===== config.mk =====
export PLATFORM = sky130hd
export DESIGN_NAME = aes_key_expander_flat
export DESIGN_NICKNAME = d
export VERILOG_FILES = /design/src/rtl/aes_key_expander_if.sv /design/src/rtl/aes_key_expander.sv /design/src/flat_wrapper.sv
export SDC_FILE = /design/constraint.sdc
export NUM_CORES = 2
export LEC_CHECK = 0
export CAP_MARGIN = 20
export CORE_MARGIN = 2
export CORE_UTILIZATION = 45
export DETAILED_ROUTE_END_ITERATION = 7
export GPL_ROUTABILITY_DRIVEN = 0
export PLACE_DENSITY = 0.63
export SLEW_MARGIN = 20
export SYNTH_ARGS = -nofsm -noshare
export SYNTH_HDL_FRONTEND = slang
export SYNTH_SLANG_ARGS = --single-unit

===== constraint.sdc =====
create_clock -name clk -period 32.8 [get_ports clk]
set_input_delay 3.28 -clock clk [delete_from_list [all_inputs] [get_ports clk]]
set_output_delay 3.28 -clock clk [all_outputs]
set_load 0.01 [all_outputs]

===== src/rtl/aes_key_expander_if.sv =====
// Start/round-key handshake bundle for aes_key_expander.
// With AES_KEYEXP_LASTKEY_EN defined it also carries last_key/last_key_valid.
interface aes_key_expander_if #(
  parameter int KEY_LEN = 128
);
  logic               start;
  logic [KEY_LEN-1:0] key_in;
  logic               busy;
  logic               rk_valid;
  logic               rk_ready;
  logic [127:0]       rk_data;
  logic [3:0]         rk_round;
  logic               done;
`ifdef AES_KEYEXP_LASTKEY_EN
  logic [KEY_LEN-1:0] last_key;
  logic               last_key_valid;

  modport master (input start, key_in, rk_ready,
                  output busy, rk_valid, rk_data, rk_round, done, last_key, last_key_valid);
  modport slave  (output start, key_in, rk_ready,
                  input busy, rk_valid, rk_data, rk_round, done, last_key, last_key_valid);
`else
  modport master (input start, key_in, rk_ready,
                  output busy, rk_valid, rk_data, rk_round, done);
  modport slave  (output start, key_in, rk_ready,
                  input busy, rk_valid, rk_data, rk_round, done);
`endif
endinterface


===== src/rtl/aes_key_expander.sv =====
// Iterative AES-128/192/256 key schedule: one word per clock from an Nk-word window, packed into round keys.
// Optional macro AES_KEYEXP_LASTKEY_EN adds last_key/last_key_valid for seeding the inverse schedule.
module aes_sbox (
  input  logic [7:0] a,
  output logic [7:0] y
);
  function automatic logic [7:0] gmul(input logic [7:0] x, input logic [7:0] z);
    logic [7:0] p;
    logic [7:0] b;
    p = '0;
    b = x;
    for (int k = 0; k < 8; k++) begin
      if (z[k]) p = p ^ b;
      b = {b[6:0], 1'b0} ^ (b[7] ? 8'h1b : 8'h00);
    end
    return p;
  endfunction

  logic [7:0] inv;
  logic [7:0] sq;

  // Multiplicative inverse as a^254, then the affine transform
  always_comb begin
    inv = 8'h01;
    sq  = a;
    for (int k = 1; k < 8; k++) begin
      sq  = gmul(sq, sq);
      inv = gmul(inv, sq);
    end
    y = inv ^ {inv[6:0], inv[7]} ^ {inv[5:0], inv[7:6]} ^ {inv[4:0], inv[7:5]}
        ^ {inv[3:0], inv[7:4]} ^ 8'h63;
  end
endmodule

module aes_key_expander #(
  parameter int KEY_LEN = 128
) (
  input logic                clk,
  input logic                rst,
  aes_key_expander_if.master kif
);
  localparam int         NK     = KEY_LEN / 32;
  localparam int         NR     = NK + 6;
  localparam logic [5:0] LAST_I = 6'(4 * (NR + 1) - 1);

  typedef enum logic [1:0] {S_IDLE, S_RUN, S_DRAIN} state_e;

  state_e             state_q, state_d;
  logic [KEY_LEN-1:0] win_q, win_d;
  logic [5:0]         idx_q, idx_d;
  logic [2:0]         kmod_q, kmod_d;
  logic [7:0]         rcon_q, rcon_d;
  logic [95:0]        asm_q, asm_d;
  logic               busy_q, busy_d;
  logic               rk_valid_q, rk_valid_d;
  logic [127:0]       rk_data_q, rk_data_d;
  logic [3:0]         rk_round_q, rk_round_d;
  logic               done_q, done_d;
`ifdef AES_KEYEXP_LASTKEY_EN
  logic [KEY_LEN-1:0] last_key_q, last_key_d;
  logic               last_key_valid_q, last_key_valid_d;
`endif

  logic [31:0] w_old, w_prev, sub_in, sub_out, t, word;
  logic        step;

  // Window holds w[i-Nk] in the MSB word and w[i-1] in the LSB word
  assign w_old  = win_q[KEY_LEN-1 -: 32];
  assign w_prev = win_q[31:0];
  assign sub_in = (kmod_q == 3'd0) ? {w_prev[23:0], w_prev[31:24]} : w_prev;

  for (genvar g = 0; g < 4; g++) begin : g_sbox
    aes_sbox u_sbox (.a(sub_in[8*g +: 8]), .y(sub_out[8*g +: 8]));
  end

  always_comb begin
    t = w_prev;
    if (kmod_q == 3'd0)                t = sub_out ^ {rcon_q, 24'h0};
    else if (NK == 8 && kmod_q == 3'd4) t = sub_out;
    // During the first Nk steps the window rotates the key words out unchanged
    word = (idx_q < 6'(NK)) ? w_old : (w_old ^ t);
  end

  always_comb begin
    state_d    = state_q;
    win_d      = win_q;
    idx_d      = idx_q;
    kmod_d     = kmod_q;
    rcon_d     = rcon_q;
    asm_d      = asm_q;
    busy_d     = busy_q;
    rk_valid_d = rk_valid_q;
    rk_data_d  = rk_data_q;
    rk_round_d = rk_round_q;
    done_d     = 1'b0;
    step       = 1'b0;
`ifdef AES_KEYEXP_LASTKEY_EN
    last_key_d       = last_key_q;
    last_key_valid_d = last_key_valid_q;
`endif
    if (rk_valid_q && kif.rk_ready) rk_valid_d = 1'b0;
    case (state_q)
      S_IDLE: begin
        if (kif.start && !done_q) begin
          state_d = S_RUN;
          win_d   = kif.key_in;
          idx_d   = '0;
          kmod_d  = '0;
          rcon_d  = 8'h01;
          busy_d  = 1'b1;
`ifdef AES_KEYEXP_LASTKEY_EN
          last_key_valid_d = 1'b0;
`endif
        end
      end
      S_RUN: begin
        step = !(rk_valid_q && !kif.rk_ready);
        if (step) begin
          win_d  = {win_q[KEY_LEN-33:0], word};
          idx_d  = idx_q + 6'd1;
          kmod_d = (kmod_q == 3'(NK - 1)) ? 3'd0 : kmod_q + 3'd1;
          if (kmod_q == 3'd0 && idx_q >= 6'(NK))
            rcon_d = {rcon_q[6:0], 1'b0} ^ (rcon_q[7] ? 8'h1b : 8'h00);
`ifdef AES_KEYEXP_LASTKEY_EN
          last_key_d = {last_key_q[KEY_LEN-33:0], word};
`endif
          case (idx_q[1:0])
            2'd0: asm_d[95:64] = word;
            2'd1: asm_d[63:32] = word;
            2'd2: asm_d[31:0]  = word;
            default: begin
              rk_valid_d = 1'b1;
              rk_data_d  = {asm_q, word};
              rk_round_d = idx_q[5:2];
            end
          endcase
          if (idx_q == LAST_I) state_d = S_DRAIN;
        end
      end
      S_DRAIN: begin
        if (rk_valid_q && kif.rk_ready) begin
          state_d = S_IDLE;
          busy_d  = 1'b0;
          done_d  = 1'b1;
`ifdef AES_KEYEXP_LASTKEY_EN
          last_key_valid_d = 1'b1;
`endif
        end
      end
      default: state_d = S_IDLE;
    endcase
  end

  always_ff @(posedge clk) begin
    if (rst) begin
      state_q    <= S_IDLE;
      win_q      <= '0;
      idx_q      <= '0;
      kmod_q     <= '0;
      rcon_q     <= '0;
      asm_q      <= '0;
      busy_q     <= 1'b0;
      rk_valid_q <= 1'b0;
      rk_data_q  <= '0;
      rk_round_q <= '0;
      done_q     <= 1'b0;
`ifdef AES_KEYEXP_LASTKEY_EN
      last_key_q       <= '0;
      last_key_valid_q <= 1'b0;
`endif
    end else begin
      state_q    <= state_d;
      win_q      <= win_d;
      idx_q      <= idx_d;
      kmod_q     <= kmod_d;
      rcon_q     <= rcon_d;
      asm_q      <= asm_d;
      busy_q     <= busy_d;
      rk_valid_q <= rk_valid_d;
      rk_data_q  <= rk_data_d;
      rk_round_q <= rk_round_d;
      done_q     <= done_d;
`ifdef AES_KEYEXP_LASTKEY_EN
      last_key_q       <= last_key_d;
      last_key_valid_q <= last_key_valid_d;
`endif
    end
  end

  assign kif.busy     = busy_q;
  assign kif.rk_valid = rk_valid_q;
  assign kif.rk_data  = rk_data_q;
  assign kif.rk_round = rk_round_q;
  assign kif.done     = done_q;
`ifdef AES_KEYEXP_LASTKEY_EN
  assign kif.last_key       = last_key_q;
  assign kif.last_key_valid = last_key_valid_q;
`endif
endmodule


===== src/flat_wrapper.sv =====
// flat-port wrapper written by rule: the top's interface ports become plain ports
module aes_key_expander_flat 
#(
  parameter int KEY_LEN = 128
)
  (clk, rst, kif_start, kif_key_in, kif_rk_ready, kif_busy, kif_rk_valid, kif_rk_data, kif_rk_round, kif_done);
  aes_key_expander_if #(.KEY_LEN(KEY_LEN)) kif_i ();
  input logic clk;
  input logic rst;
  input wire logic [$bits(kif_i.start)-1:0] kif_start;
  input wire logic [$bits(kif_i.key_in)-1:0] kif_key_in;
  input wire logic [$bits(kif_i.rk_ready)-1:0] kif_rk_ready;
  output wire logic [$bits(kif_i.busy)-1:0] kif_busy;
  output wire logic [$bits(kif_i.rk_valid)-1:0] kif_rk_valid;
  output wire logic [$bits(kif_i.rk_data)-1:0] kif_rk_data;
  output wire logic [$bits(kif_i.rk_round)-1:0] kif_rk_round;
  output wire logic [$bits(kif_i.done)-1:0] kif_done;
  assign kif_i.start = kif_start;
  assign kif_i.key_in = kif_key_in;
  assign kif_i.rk_ready = kif_rk_ready;
  assign kif_busy = kif_i.busy;
  assign kif_rk_valid = kif_i.rk_valid;
  assign kif_rk_data = kif_i.rk_data;
  assign kif_rk_round = kif_i.rk_round;
  assign kif_done = kif_i.done;
  aes_key_expander #(.KEY_LEN(KEY_LEN)) u_core (.clk(clk), .rst(rst), .kif(kif_i));
endmodule

# == Word level (Yosys, flattened, before mapping) ==
# Cells that the tools add are included.
# op_classes
n_reduce_logical,21
n_bitwise,782
eq_ne,11
muxes,843
add_sub_neg,2
n_lt_le_gt_ge,2
# ops
cell,n
$mux 8,423
$xor 8x8->8,381
$xor 8x5->8,364
$mux 5,369
$mux 128,2
$pmux 128 s2,1
$mux 32,3
$xor 32x32->32,2
$mux 6,6
$mux 7,4
$not 1->1 const A,28
$mux 3,7
$reduce_and 3->1,6
$mux 2,8
$mux 4,4
$not 4->4,4
$pmux 8 s2,1
$pmux 6 s2,1
$mux 1,11
$ne 2x1->1 const B,4
$reduce_and 4->1,2
$add 6x1->6 const B,1
$eq 6x6->1 const B,1
$ge 6x3->1 const B,1
17 further kinds,27
# totals
input_bits,132
register_bits,378

# == Depth between registers and ports, before layout ==
# logic_depth
depth_word,140
mapped_depth,76
mapped_depth_nobuf,68

# == Modules after synthesis ==
# From an unflattened synthesis, not the netlist that was laid out.
# hier_totals
hier_cells,9655
hier_area_um2,76332.0
# by_module_without_submodules
module,cells_each,area_per_inst_um2,n_inst,seq_area_each_um2
aes_sbox,1942,15220.8,4,0.0
aes_key_expander,1887,15448.6,1,7567.3

# == Worst setup path before layout ==
# Ideal clock, no wire load.
# synth_timing
kind,reg2reg
start,reg u_core.kmod_q[0]
end,reg u_core.win_q[29]
setup_time_ps,132
arrival_time_ps,17582
path_slack_ps,15086
stages_incl_launch_ff,72
cell_sequence,dfxtp_1 -> inv_1 -> ha_1 -> nand2b_4 -> buf_6 -> buf_6 -> mux2_2 -> ha_1 -> nand2b_1 -> a21oi_1 -> nor2_1 -> xnor2_1 -> nor2_2 -> xnor2_2 -> inv_2 -> buf_2 -> clkbuf_1 -> ha_1 -> (+36 left out) -> a21oi_2 -> or3_1 -> buf_2 -> nand2_1 -> o311ai_0 -> mux2i_1 -> a21oi_1 -> o21a_1 -> nor4_1 -> nor2_1 -> xnor3_1 -> xnor2_1 -> xnor3_1 -> a211oi_2 -> xor2_2 -> mux2_2 -> nand2_1 -> a21oi_1
# synth_via
elab_chain_cells,137
word_cells_on_any_way,398
cone_classes,mux: 208; bitwise: 189; reduce/logical: 1
# synth_lines
element,line,source
from (decl),aes_key_expander.sv:51,"logic [2:0] kmod_q, kmod_d;"
from (signal assigned),aes_key_expander.sv:175,kmod_q <= kmod_d;
$logic_not 3->1 (*),"aes_key_expander.sv:70, aes_key_expander.sv:78",
$mux 32,aes_key_expander.sv:70,"assign sub_in = (kmod_q == 3'd0) ? {w_prev[23:0], w_prev[31:24]} : w_prev;"
$mux 5 (tied with other cells),aes_key_expander.sv:14,"b = {b[6:0], 1'b0} ^ (b[7] ? 8'h1b : 8'h00);"
$xor 8x5->8 / $xor 8x8->8 (equally long branches),"aes_key_expander.sv:14, aes_key_expander.sv:13",
$xor 8x8->8 / $mux 8 (equally long branches),aes_key_expander.sv:13,if (z[k]) p = p ^ b;
$mux 8 / $xor 8x8->8 (equally long branches),aes_key_expander.sv:13,
$xor 8x8->8 / $mux 8 (equally long branches),aes_key_expander.sv:13,
$mux 8 / $xor 8x8->8 (equally long branches),aes_key_expander.sv:13,
(+121 left out),n/a,
$xor 8x8->8,aes_key_expander.sv:31,"^ {inv[3:0], inv[7:4]} ^ 8'h63;"
$not 4->4 (no source line),n/a,
$xor 32x32->32,aes_key_expander.sv:78,"if (kmod_q == 3'd0) t = sub_out ^ {rcon_q, 24'h0};"
$mux 32 (*),aes_key_expander.sv:78,
$xor 32x32->32 (*),aes_key_expander.sv:81,word = (idx_q < 6'(NK)) ? w_old : (w_old ^ t);
$mux 32 (*),aes_key_expander.sv:81,
$mux 128 (*),aes_key_expander.sv:118,if (step) begin
$pmux 128 s2 (*),aes_key_expander.sv:102,case (state_q)
to (signal assigned),aes_key_expander.sv:173,win_q <= win_d;
to (decl),aes_key_expander.sv:49,"logic [KEY_LEN-1:0] win_q, win_d;"
# Every way passes the cells marked *; elsewhere a longest branch is shown, timed or not. The select of a mux whose other input is x is not followed.
# A chain may end at the register's enable or synchronous reset.

# == Worst setup path after layout ==
# Ends and elaborated chain as after synthesis.

==> results.sh <==
export IMPL_status="finished clean"
export IMPL_rsz0062_at_grt="false"
export IMPL_async_flop_share=0
export IMPL_post_cts_buffers=0
export IMPL_syn_to_final_growth_pct=8.17
export IMPL_layout_common_cells="1604 x nand2_1, 1467 x xnor2_1, 1243 x nor2_1"
export IMPL_worstMarginPinSlew_ns=1.16
export IMPL_fmax_ghz=0.0450
export IMPL_min_path_type="reg -> reg"
export IMPL_numCtsBuffers=39
export IMPL_io_buffers=266
export IMPL_critPathMaxFanout=70
export IMPL_core_area_um2=162000
export IMPL_crit_type="reg -> reg"
export IMPL_synth_ff_type="dfxtp_1"
export IMPL_htree_levels=2
export IMPL_clk_pin_slew_ns=0.07
export IMPL_worstRegToRegCells=69
export IMPL_cp_slowest_stage_delay_ns=0.77
export IMPL_period_share=0.677
export IMPL_ys_ff_latch=378
export IMPL_fin_crit_ns=22.22
export IMPL_mappedNetlistArea_um2=73200
export IMPL_maxCapViolations=0
export IMPL_hpwl_um=169000
export IMPL_std_cell_rows=148
export IMPL_cp_slowest_cell="o311ai_0"
export IMPL_synthCells=9707
export IMPL_synth_distinct_cells=132
export IMPL_avgRoutedWirePerCell_um=20.0
export IMPL_cts_sinks=378
export IMPL_max_slew_margin_rel=0.226
export IMPL_drt_iter0_drc=7460
export IMPL_fp_dieH_um=407
export IMPL_cts_tree="done"
export IMPL_cts_root_buf="clkbuf_16"
export IMPL_grt_pass1_wl_um=370000
export IMPL_hold_viol_final=0
export IMPL_syn_nets=9864
export IMPL_setup_violations_final=0
export IMPL_yosysSeqAreaShare=0.103
export IMPL_hold_buffers=0
export IMPL_crit_path_start_kind="flip-flop"
export IMPL_slew_violations=0
export IMPL_grt_usage=0.268
export IMPL_clkLatencyLatePin_ns=0.58
export IMPL_tns_ns=0
export IMPL_skew_ns=0.0170
export IMPL_grt_pass1_vias=63600
export IMPL_ant_nets=0
export IMPL_min_path_cells=2
export IMPL_crit_top_cell="a21oi_1"
export IMPL_io_pins=267
export IMPL_layout_drive_gt1_share=0.0872
export IMPL_drc=0
export IMPL_final_common_cell="nand2_1"
export IMPL_die_area_um2=166000
export IMPL_die_x_um=407
export IMPL_fillers=15900
export IMPL_vias=69000
export IMPL_clockBufferDepth=3
export IMPL_synth_edff_count=0
export IMPL_crit_path_end_kind="flip-flop"
export IMPL_yosysWarnings=0
export IMPL_grt_start_max_net_pins=235
export IMPL_avgSynthCellArea_um2=7.54
export IMPL_antenna_found_initial=8
export IMPL_vias_per_cell=5.86
export IMPL_gr_total_overflow=0
export IMPL_routed_wl_um=235000
export IMPL_required_ns=33.29
export IMPL_drt_first_pass_iters=8
export IMPL_nets=9731
export IMPL_postCtsResizedCells=0
export IMPL_critPathArrivalTime_ns=22.71
export IMPL_initial_core_util=0.451
through the flow:
stage                     instance area, µm²  hold WS (ns)  std cells  setup WS (ns)  utilization
after floorplan                        73200         0.432       9707          15.09            -
after global placement                 77800         0.441      11700          11.72        0.480
after detailed placement               77800         0.443      11700          11.17        0.480
after CTS                              79200         0.448      11800          11.09        0.488
after global routing                   79200         0.463      11800           8.86        0.488
final                                  79200         0.446      11800          10.58        0.488
routing by layer:
layer	vias to the layer above	global-route usage	part of all wire
met2	2772	0.424	0.45
met4	0	0.0793	0.028
li1	32900	-	-
met3	353	0.0206	0.065
met1	33000	0.387	0.45
met5	-	0	0
kinds of logic (layout without fill, tap and decap cells):
| group | Yosys count | in the layout | synth area share |
|---|---|---|---|
| buffers and inverters | 782 | 678 | 0.0462 |
| DFF | 378 | 378 | 0.103 |
| AOI/OAI and AO/OA | 1969 | 1969 | 0.173 |
| and+or+nand+nor | 3656 | 3656 | 0.212 |
| muxes | 334 | 334 | 0.0506 |
| xor gates and xnor gates | 2560 | 2560 | 0.411 |
| adders and majority gates | 28 | 28 | 0.00468 |
| other | 0 | 7 | 0 |
final cells by class:
| cell class | count | area [µm²] | share of cell area |
|---|---|---|---|
| antenna | 7 | 17.5 | 0.000221 |
| clock buffer | 54 | 1100 | 0.0139 |
| clock inverter | 16 | 240 | 0.00303 |
| inverter | 94 | 353 | 0.00446 |
| multi-input combinational | 8547 | 62600 | 0.791 |
| sequential | 378 | 7570 | 0.0956 |
| tap | 2175 | 2720 | 0.0344 |
| timing repair buffer | 514 | 4550 | 0.0575 |
critical path, delay by kind of cell, from the launching register on:
kind | cells | cell delay (ns)
fa+ha+maj | 5 | 2.31
compound gates | 22 | 6.89
xor+xnor | 11 | 3.95
mux | 2 | 0.54
buf+inv | 8 | 1.86
flops | 1 | 0.34
simple gates | 21 | 6.20
cell usage after synthesis (36+ instances only):
cell type	instances	share of area
nand2_1	1605	0.082
xnor2_1	1497	0.18
nor2_1	1245	0.064
a21oi_1	683	0.047
xor2_1	461	0.055
clkbuf_1	459	0.024
dfxtp_1	378	0.10
o21ai_0	341	0.023
xnor3_1	317	0.098
mux2i_1	218	0.030
nand3_1	177	0.012
nor3_1	172	0.012
buf_2	127	0.0087
o22ai_1	120	0.010
xnor2_2	111	0.025
a311oi_1	110	0.013
mux2_2	78	0.012
a31oi_1	68	0.0058
nor2b_1	66	0.0056
o211ai_1	66	0.0068
inv_1	64	0.0033
a211oi_1	61	0.0063
nand2b_1	61	0.0052
and2_1	59	0.0050
buf_1	55	0.0028
xnor3_2	52	0.017
o21ai_1	50	0.0034
a22oi_1	45	0.0046
xor2_2	41	0.0091
or3_1	40	0.0034
and3_1	39	0.0033
xor3_1	36	0.012
final timing paths:
check / startpoint / endpoint / slack, ns
setup / recovery: u_core.kmod_q[0]$_SDFFE_PP0P_ / u_core.win_q[29]$_SDFFE_PP0P_ / 10.58
hold / removal: u_core.asm_q[11]$_SDFFE_PP0P_ / u_core.kif.rk_data[43]$_SDFFE_PP0P_ / 0.45
setup reg to reg: u_core.kmod_q[0]$_SDFFE_PP0P_ / u_core.win_q[29]$_SDFFE_PP0P_ / 10.58
hold reg to reg: u_core.asm_q[11]$_SDFFE_PP0P_ / u_core.kif.rk_data[43]$_SDFFE_PP0P_ / 0.45
state kept, by name, indices dropped and copies added (netlist names):
register,flops
u_core.kif.rk_data,128
u_core.kif.done,1
u_core.kif.rk_valid,1
u_core.idx_q,6
u_core.state_q,2
u_core.asm_q,96
u_core.kif.busy,1
u_core.rcon_q,8
u_core.kmod_q,3
u_core.win_q,128
u_core.kif.rk_round,4
Power is not shown: default switching activity piles up to over one toggle a cycle in this logic, so the estimate is an artifact.
